**src/rtl/cva5_types.sv**
```systemverilog
// Shared types for the instruction-invalidation source: FSM states and word-address type.
package cva5_types;

    localparam int INV_ADDR_W = 30;

    typedef logic [INV_ADDR_W-1:0] inv_word_addr_t;

    typedef enum logic {
        IDLE  = 1'b0,
        ISSUE = 1'b1
    } inv_state_t;

endpackage

```
**src/rtl/inv_addr_fifo.sv**
```systemverilog
// Request FIFO for line invalidations; exposes head, status and a per-entry view for coalescing.
module inv_addr_fifo #(
    parameter int DEPTH  = 4,
    parameter int ADDR_W = 30
) (
    input  logic                         clk,
    input  logic                         rst_n,
    input  logic                         i_push,
    input  logic                         i_pop,
    input  logic [ADDR_W-1:0]            i_data,
    output logic [ADDR_W-1:0]            o_head,
    output logic                         o_full,
    output logic                         o_empty,
    output logic                         o_one,
    output logic [DEPTH-1:0][ADDR_W-1:0] o_lines,
    output logic [DEPTH-1:0]             o_tail_vld
);
    localparam int PTR_W = $clog2(DEPTH);

    logic [DEPTH-1:0][ADDR_W-1:0] r_mem;
    logic [PTR_W-1:0]             r_wr_ptr;
    logic [PTR_W-1:0]             r_rd_ptr;
    logic [PTR_W:0]               r_count;

    always_ff @(posedge clk or negedge rst_n) begin
        if (!rst_n) begin
            r_wr_ptr <= '0;
            r_rd_ptr <= '0;
            r_count  <= '0;
        end else begin
            if (i_push) r_wr_ptr <= r_wr_ptr + 1'b1;
            if (i_pop)  r_rd_ptr <= r_rd_ptr + 1'b1;
            case ({i_push, i_pop})
                2'b10:   r_count <= r_count + 1'b1;
                2'b01:   r_count <= r_count - 1'b1;
                default: r_count <= r_count;
            endcase
        end
    end

    // Storage is not reset; validity is carried entirely by the pointers and count.
    always_ff @(posedge clk) begin
        if (i_push) r_mem[r_wr_ptr] <= i_data;
    end

    assign o_head  = r_mem[r_rd_ptr];
    assign o_full  = (r_count == (PTR_W+1)'(DEPTH));
    assign o_empty = (r_count == '0);
    assign o_one   = (r_count == (PTR_W+1)'(1));
    assign o_lines = r_mem;

    // An entry is a coalesce candidate when occupied and not the head (offset 0 from rd_ptr).
    for (genvar g = 0; g < DEPTH; g++) begin : g_tail
        logic [PTR_W-1:0] w_off;
        assign w_off         = PTR_W'(g) - r_rd_ptr;
        assign o_tail_vld[g] = (w_off != '0) && ({1'b0, w_off} < r_count);
    end

endmodule

```
**src/rtl/instr_inv_source.sv**
```systemverilog
// Producer end of the instruction-invalidation protocol: queues line requests, issues word
// invalidations and waits for all sinks. Optional duplicate dropping via INSTR_INV_COALESCE_EN.
module instr_inv_source
    import cva5_types::*;
#(
    parameter int DEPTH      = 4,
    parameter int NUM_SINKS  = 2,
    parameter int LINE_WORDS = 1,
    parameter int ADDR_W     = INV_ADDR_W
) (
    input  logic                 clk,
    input  logic                 rst_n,
    input  logic                 req_valid,
    input  logic [ADDR_W-1:0]    req_addr,
    output logic                 req_ready,
    output logic                 inv_valid,
    output logic [ADDR_W-1:0]    inv_addr,
    input  logic [NUM_SINKS-1:0] inv_completed,
    output logic                 idle
);
    localparam int CNT_W = (LINE_WORDS > 1) ? $clog2(LINE_WORDS) : 1;
    localparam logic [ADDR_W-1:0] LINE_MASK = ~ADDR_W'(LINE_WORDS - 1);

    inv_state_t                   r_state;
    inv_state_t                   w_next_state;
    logic [CNT_W-1:0]             r_word_cnt;
    logic [NUM_SINKS-1:0]         r_done;

    logic [ADDR_W-1:0]            w_head;
    logic                         w_full;
    logic                         w_empty;
    logic                         w_one;
    logic [DEPTH-1:0][ADDR_W-1:0] w_lines;
    logic [DEPTH-1:0]             w_tail_vld;
    logic [ADDR_W-1:0]            w_line_addr;
    logic                         w_push;
    logic                         w_dup;
    logic                         w_store;
    logic                         w_word_done;
    logic                         w_last;
    logic                         w_pop;

    assign w_line_addr = req_addr & LINE_MASK;
    assign w_push      = req_valid & ~w_full;

`ifdef INSTR_INV_COALESCE_EN
    always_comb begin
        w_dup = 1'b0;
        for (int i = 0; i < DEPTH; i++) begin
            if (w_tail_vld[i] && (w_lines[i] == w_line_addr)) w_dup = 1'b1;
        end
    end
`else
    logic [DEPTH*(ADDR_W+1)-1:0] w_unused_coal;
    assign w_unused_coal = {w_lines, w_tail_vld};
    assign w_dup         = 1'b0;
`endif

    assign w_store     = w_push & ~w_dup;
    assign w_word_done = (r_state == ISSUE) && (&(r_done | inv_completed));
    assign w_last      = (r_word_cnt == CNT_W'(LINE_WORDS - 1));
    assign w_pop       = w_word_done & w_last;

    inv_addr_fifo #(
        .DEPTH  (DEPTH),
        .ADDR_W (ADDR_W)
    ) u_fifo (
        .clk        (clk),
        .rst_n      (rst_n),
        .i_push     (w_store),
        .i_pop      (w_pop),
        .i_data     (w_line_addr),
        .o_head     (w_head),
        .o_full     (w_full),
        .o_empty    (w_empty),
        .o_one      (w_one),
        .o_lines    (w_lines),
        .o_tail_vld (w_tail_vld)
    );

    always_comb begin
        w_next_state = r_state;
        case (r_state)
            IDLE:    if (w_store) w_next_state = ISSUE;
            ISSUE:   if (w_pop && w_one && !w_store) w_next_state = IDLE;
            default: w_next_state = IDLE;
        endcase
    end

    always_ff @(posedge clk or negedge rst_n) begin
        if (!rst_n) begin
            r_state    <= IDLE;
            r_word_cnt <= '0;
            r_done     <= '0;
        end else begin
            r_state <= w_next_state;
            if (w_word_done) begin
                r_word_cnt <= w_last ? '0 : r_word_cnt + 1'b1;
                r_done     <= '0;
            end else if (r_state == ISSUE) begin
                r_done <= r_done | inv_completed;
            end
        end
    end

    assign inv_valid = (r_state == ISSUE);
    assign inv_addr  = inv_valid ? (w_head | ADDR_W'(r_word_cnt)) : '0;
    assign req_ready = ~w_full;
    assign idle      = w_empty & ~inv_valid;

endmodule

```
**config.mk**
```make
export PLATFORM = sky130hd
export DESIGN_NAME = instr_inv_source
export DESIGN_NICKNAME = d
export VERILOG_FILES = /design/src/rtl/cva5_types.sv /design/src/rtl/inv_addr_fifo.sv /design/src/rtl/instr_inv_source.sv
export SDC_FILE = /design/constraint.sdc
export NUM_CORES = 1
export LEC_CHECK = 0
export CORE_MARGIN = 2
export CORE_UTILIZATION = 25
export CTS_BUF_LIST = sky130_fd_sc_hd__clkbuf_16
export DETAILED_ROUTE_END_ITERATION = 8
export DONT_BUFFER_PORTS = 1
export GPL_TIMING_DRIVEN = 0
export PLACE_DENSITY_LB_ADDON = 0.1
export SYNTH_ARGS = -nofsm -noshare
export SYNTH_HDL_FRONTEND = slang
export SYNTH_SLANG_ARGS = --single-unit
```
**constraint.sdc**
```tcl
create_clock -name clk -period 2.84 [get_ports clk]
set_input_delay 0.568 -clock clk [delete_from_list [all_inputs] [get_ports clk]]
set_output_delay 0.568 -clock clk [all_outputs]
set_load 0.03 [all_outputs]
```
==> results.yml <==
cells_and_area:
  ff_latch_area_mm2: 0.00385
  fill_cells: 1994
  n_antenna_cell: 0
  nets: 311
  drive_gt1_share_pct: 27.5
  area_growth_pct: 20.2
  multiInputGateArea_mm2: 0.00117
  post-route-util_pct: 30.6
  final_area_mm2: 0.00617
routing:
  first_iter_violations: 77
  drc_errors: 0
  drt.antenna.violating_nets: 0
  wl_per_cell_um: 18.7
  vias: 2241
  dr.pass1.iters: 4
  viasPerCell: 4.07
  routed_wl_um: 10300
floorplanning:
  die_area_mm2: 0.0217
  start_util_pct: 25.5
  io_pins: 68
  rows: 52
  die_h_um: 147
  die_x_um: 147
  core_area_mm2: 0.0202
grt:
  grt_pass1_wl_um: 15400
  track_usage_pct: 10.1
  gr-usage-met2_pct: 16.3
  grt_pass1_vias: 2503
  use_met1_pct: 11.8
  antenna_found_initial: 0
  grt.overflow.total: 0
  use_met3_pct: 4.91
  grt_max_degree: 30
  grt-busiest-layer: "met2"
placed_design:
  placed_cell_area_mm2: 0.00558
  place_ws_ns: 0.415
  place_congestion: 0.637
  dp_hpwl_um: 6430
  portBuffers: 0
synth:
  synth_cells: 243
  synth.top_cell.area_share_pct: 70.2
  async_flop_share_pct: 7.69
  synth_cell_types: 23
  synth_edf_count: 120
  ys.flop_type: "edfxtp_1"
  synth_most_common_cell: "edfxtp_1"
  ys_seq_area_share_pct: 75.0
  syn_nets: 287
  synth_warnings: 0
  syn_avg_cell_area_um2: 21.1
  ys_ff_latch: 130
  syn_area_mm2: 0.00513
  ys_top_cells_by_count: "edfxtp_1, and2_1, mux4_2"
  ys_top_cells_by_area: "edfxtp_1, mux4_2, dfrtp_1"
  synth_top_cell_by_area: "edfxtp_1"
timing:
  finClkSkew_ns: 0.00734
  hold_viol: 0
  setup_slack_ns: 0.261
  setup_viol: 0
  timing.hold.ws_ns: 0.248
  relSlewSlack_pct: 62.7
  post-route-period-util_pct: 90.8
  drv_slew: 0
  fmaxAchievable_mhz: 388
  setup_tns_ns: 0
  period_minus_slack_ns: 2.58
  rsz0062_at_grt: "false"
  max_slew.worst_pin.slew_ns: 0.560
critical_path:
  cpPeakStageDelay_ns: 0.69
  crit_path_max_fanout: 10
  cp.arrival_ns: 2.01
  cp_top_family: "flip-flops"
  path_cells: "clkbuf_1 -> and2_1"
  cp-start-kind: "register"
  cp.required_ns: 2.27
  cp.buffers_inverters: 1
  cp_slowest_cell: "dfrtp_1"
  critPathKind: "reg2out"
  end_kind: "output port"
clock_tree:
  htree_levels: 4
  clk_path_buf_depth: 2
  clock_sinks: 130
  cts_tree: "built"
  clockRootBuffer: "clkbuf_16"
  cts_made_buffers: 17
  clk_pin_slew_ns: 0.06
  clk_latency_ns: 0.41
  postCtsSetupRepairBufs: 0
flow_run:
  maxCapViolCount: 0
power:
  ir_worst_vdd_v: 0.000501
  p_per_area_mw_per_mm2: 1200
  leakagePower_nw: 2.02
run_status:
  status: "finished clean"
hold_path:
  min-delay-path-class: "in2reg"
stage by stage:
| stage | power, mW | instances |
|---|---|---|
| floorplan | 4.80 | 243 |
| global placement | 5.34 | 513 |
| detailed placement | 5.43 | 517 |
| CTS | 7.55 | 550 |
| global route | 7.77 | 550 |
| finish | 7.37 | 550 |
area by class of cell:
class | count | area share (%)
inverters | 5 | 0.304
multi-input cells | 98 | 19.0
clock inverters | 15 | 2.43
plain buffers | 10 | 1.58
flip-flops and latches | 130 | 62.4
repair buffers | 5 | 1.82
well taps | 270 | 5.47
clock buffers | 17 | 6.89
cells in the final DEF (no fill, tap or decap), drive strengths merged:
master and n:
bufinv 1, clkinvlp 4, mux4 30, dfrtp 10, xor2 2, clkinv 4
a21oi 2, clkbuf 20, buf 11, dlygate4sd3 1, mux2i 1, edfxtp 120
and2 34, o22ai 1, o221a 1, xnor2 4, inv 11, nor3b 1
o21ai 3, ha 9, nor2 3, a21boi 1, nand2 5, nand2b 1
cells by family after synthesis:
family | after synthesis | share of synthesized area [%]
flops | 130 | 75.0
simple gates | 44 | 5.00
mux | 31 | 13.5
buf+inv | 15 | 2.27
fa+ha+maj | 9 | 2.19
compound gates | 8 | 0.975
xor+xnor | 6 | 1.02
report_power, final:
| group | switching, mW | internal (mW) | leakage [nW] |
|---|---|---|---|
| sequential | 0.141 | 2.54 | 1.22 |
| clock | 0.854 | 1.23 | 0.269 |
| combinational | 1.66 | 0.947 | 0.530 |
registers in the layout, indices dropped and copies added (netlist names):
register         cells
inv_valid            1
u_fifo.r_rd_ptr      2
u_fifo.r_wr_ptr      2
r_done               2
u_fifo.r_count       3
u_fifo.o_lines     120
path summary, 6_finish.rpt:
| kind | from | endpoint | slack [ns] | cells after the start |
|---|---|---|---|---|
| setup / recovery | inv_valid | inv_addr[27] | 0.26 | 2 |
| hold / removal | req_addr[23] | u_fifo.o_lines[83] | 0.25 | 0 |
| setup reg to reg | u_fifo.r_count[0] | u_fifo.o_lines[91] | 0.55 | 5 |
| hold reg to reg | r_done[0] | r_done[0] | 0.53 | 2 |
| max in group asynchronous | rst_n | u_fifo.r_rd_ptr[0] | 1.95 | 1 |
| min in group asynchronous | rst_n | u_fifo.r_count[0] | 0.56 | 1 |
layer usage:
metal / wire length (um) / share of wire (%)
met4: 93 / 0.90
met5: 0 / 0
met1: 4290 / 42
met3: 681 / 6.6
met2: 5240 / 51
repair_timing:
action / CTS / global route
hold buffers: 1 / 0
endpoints found under the hold margin: 10 / 0
setup endpoints to repair: 1 / 0
gates resized for setup: 1 / 0
(Power assumes the default switching activity.)
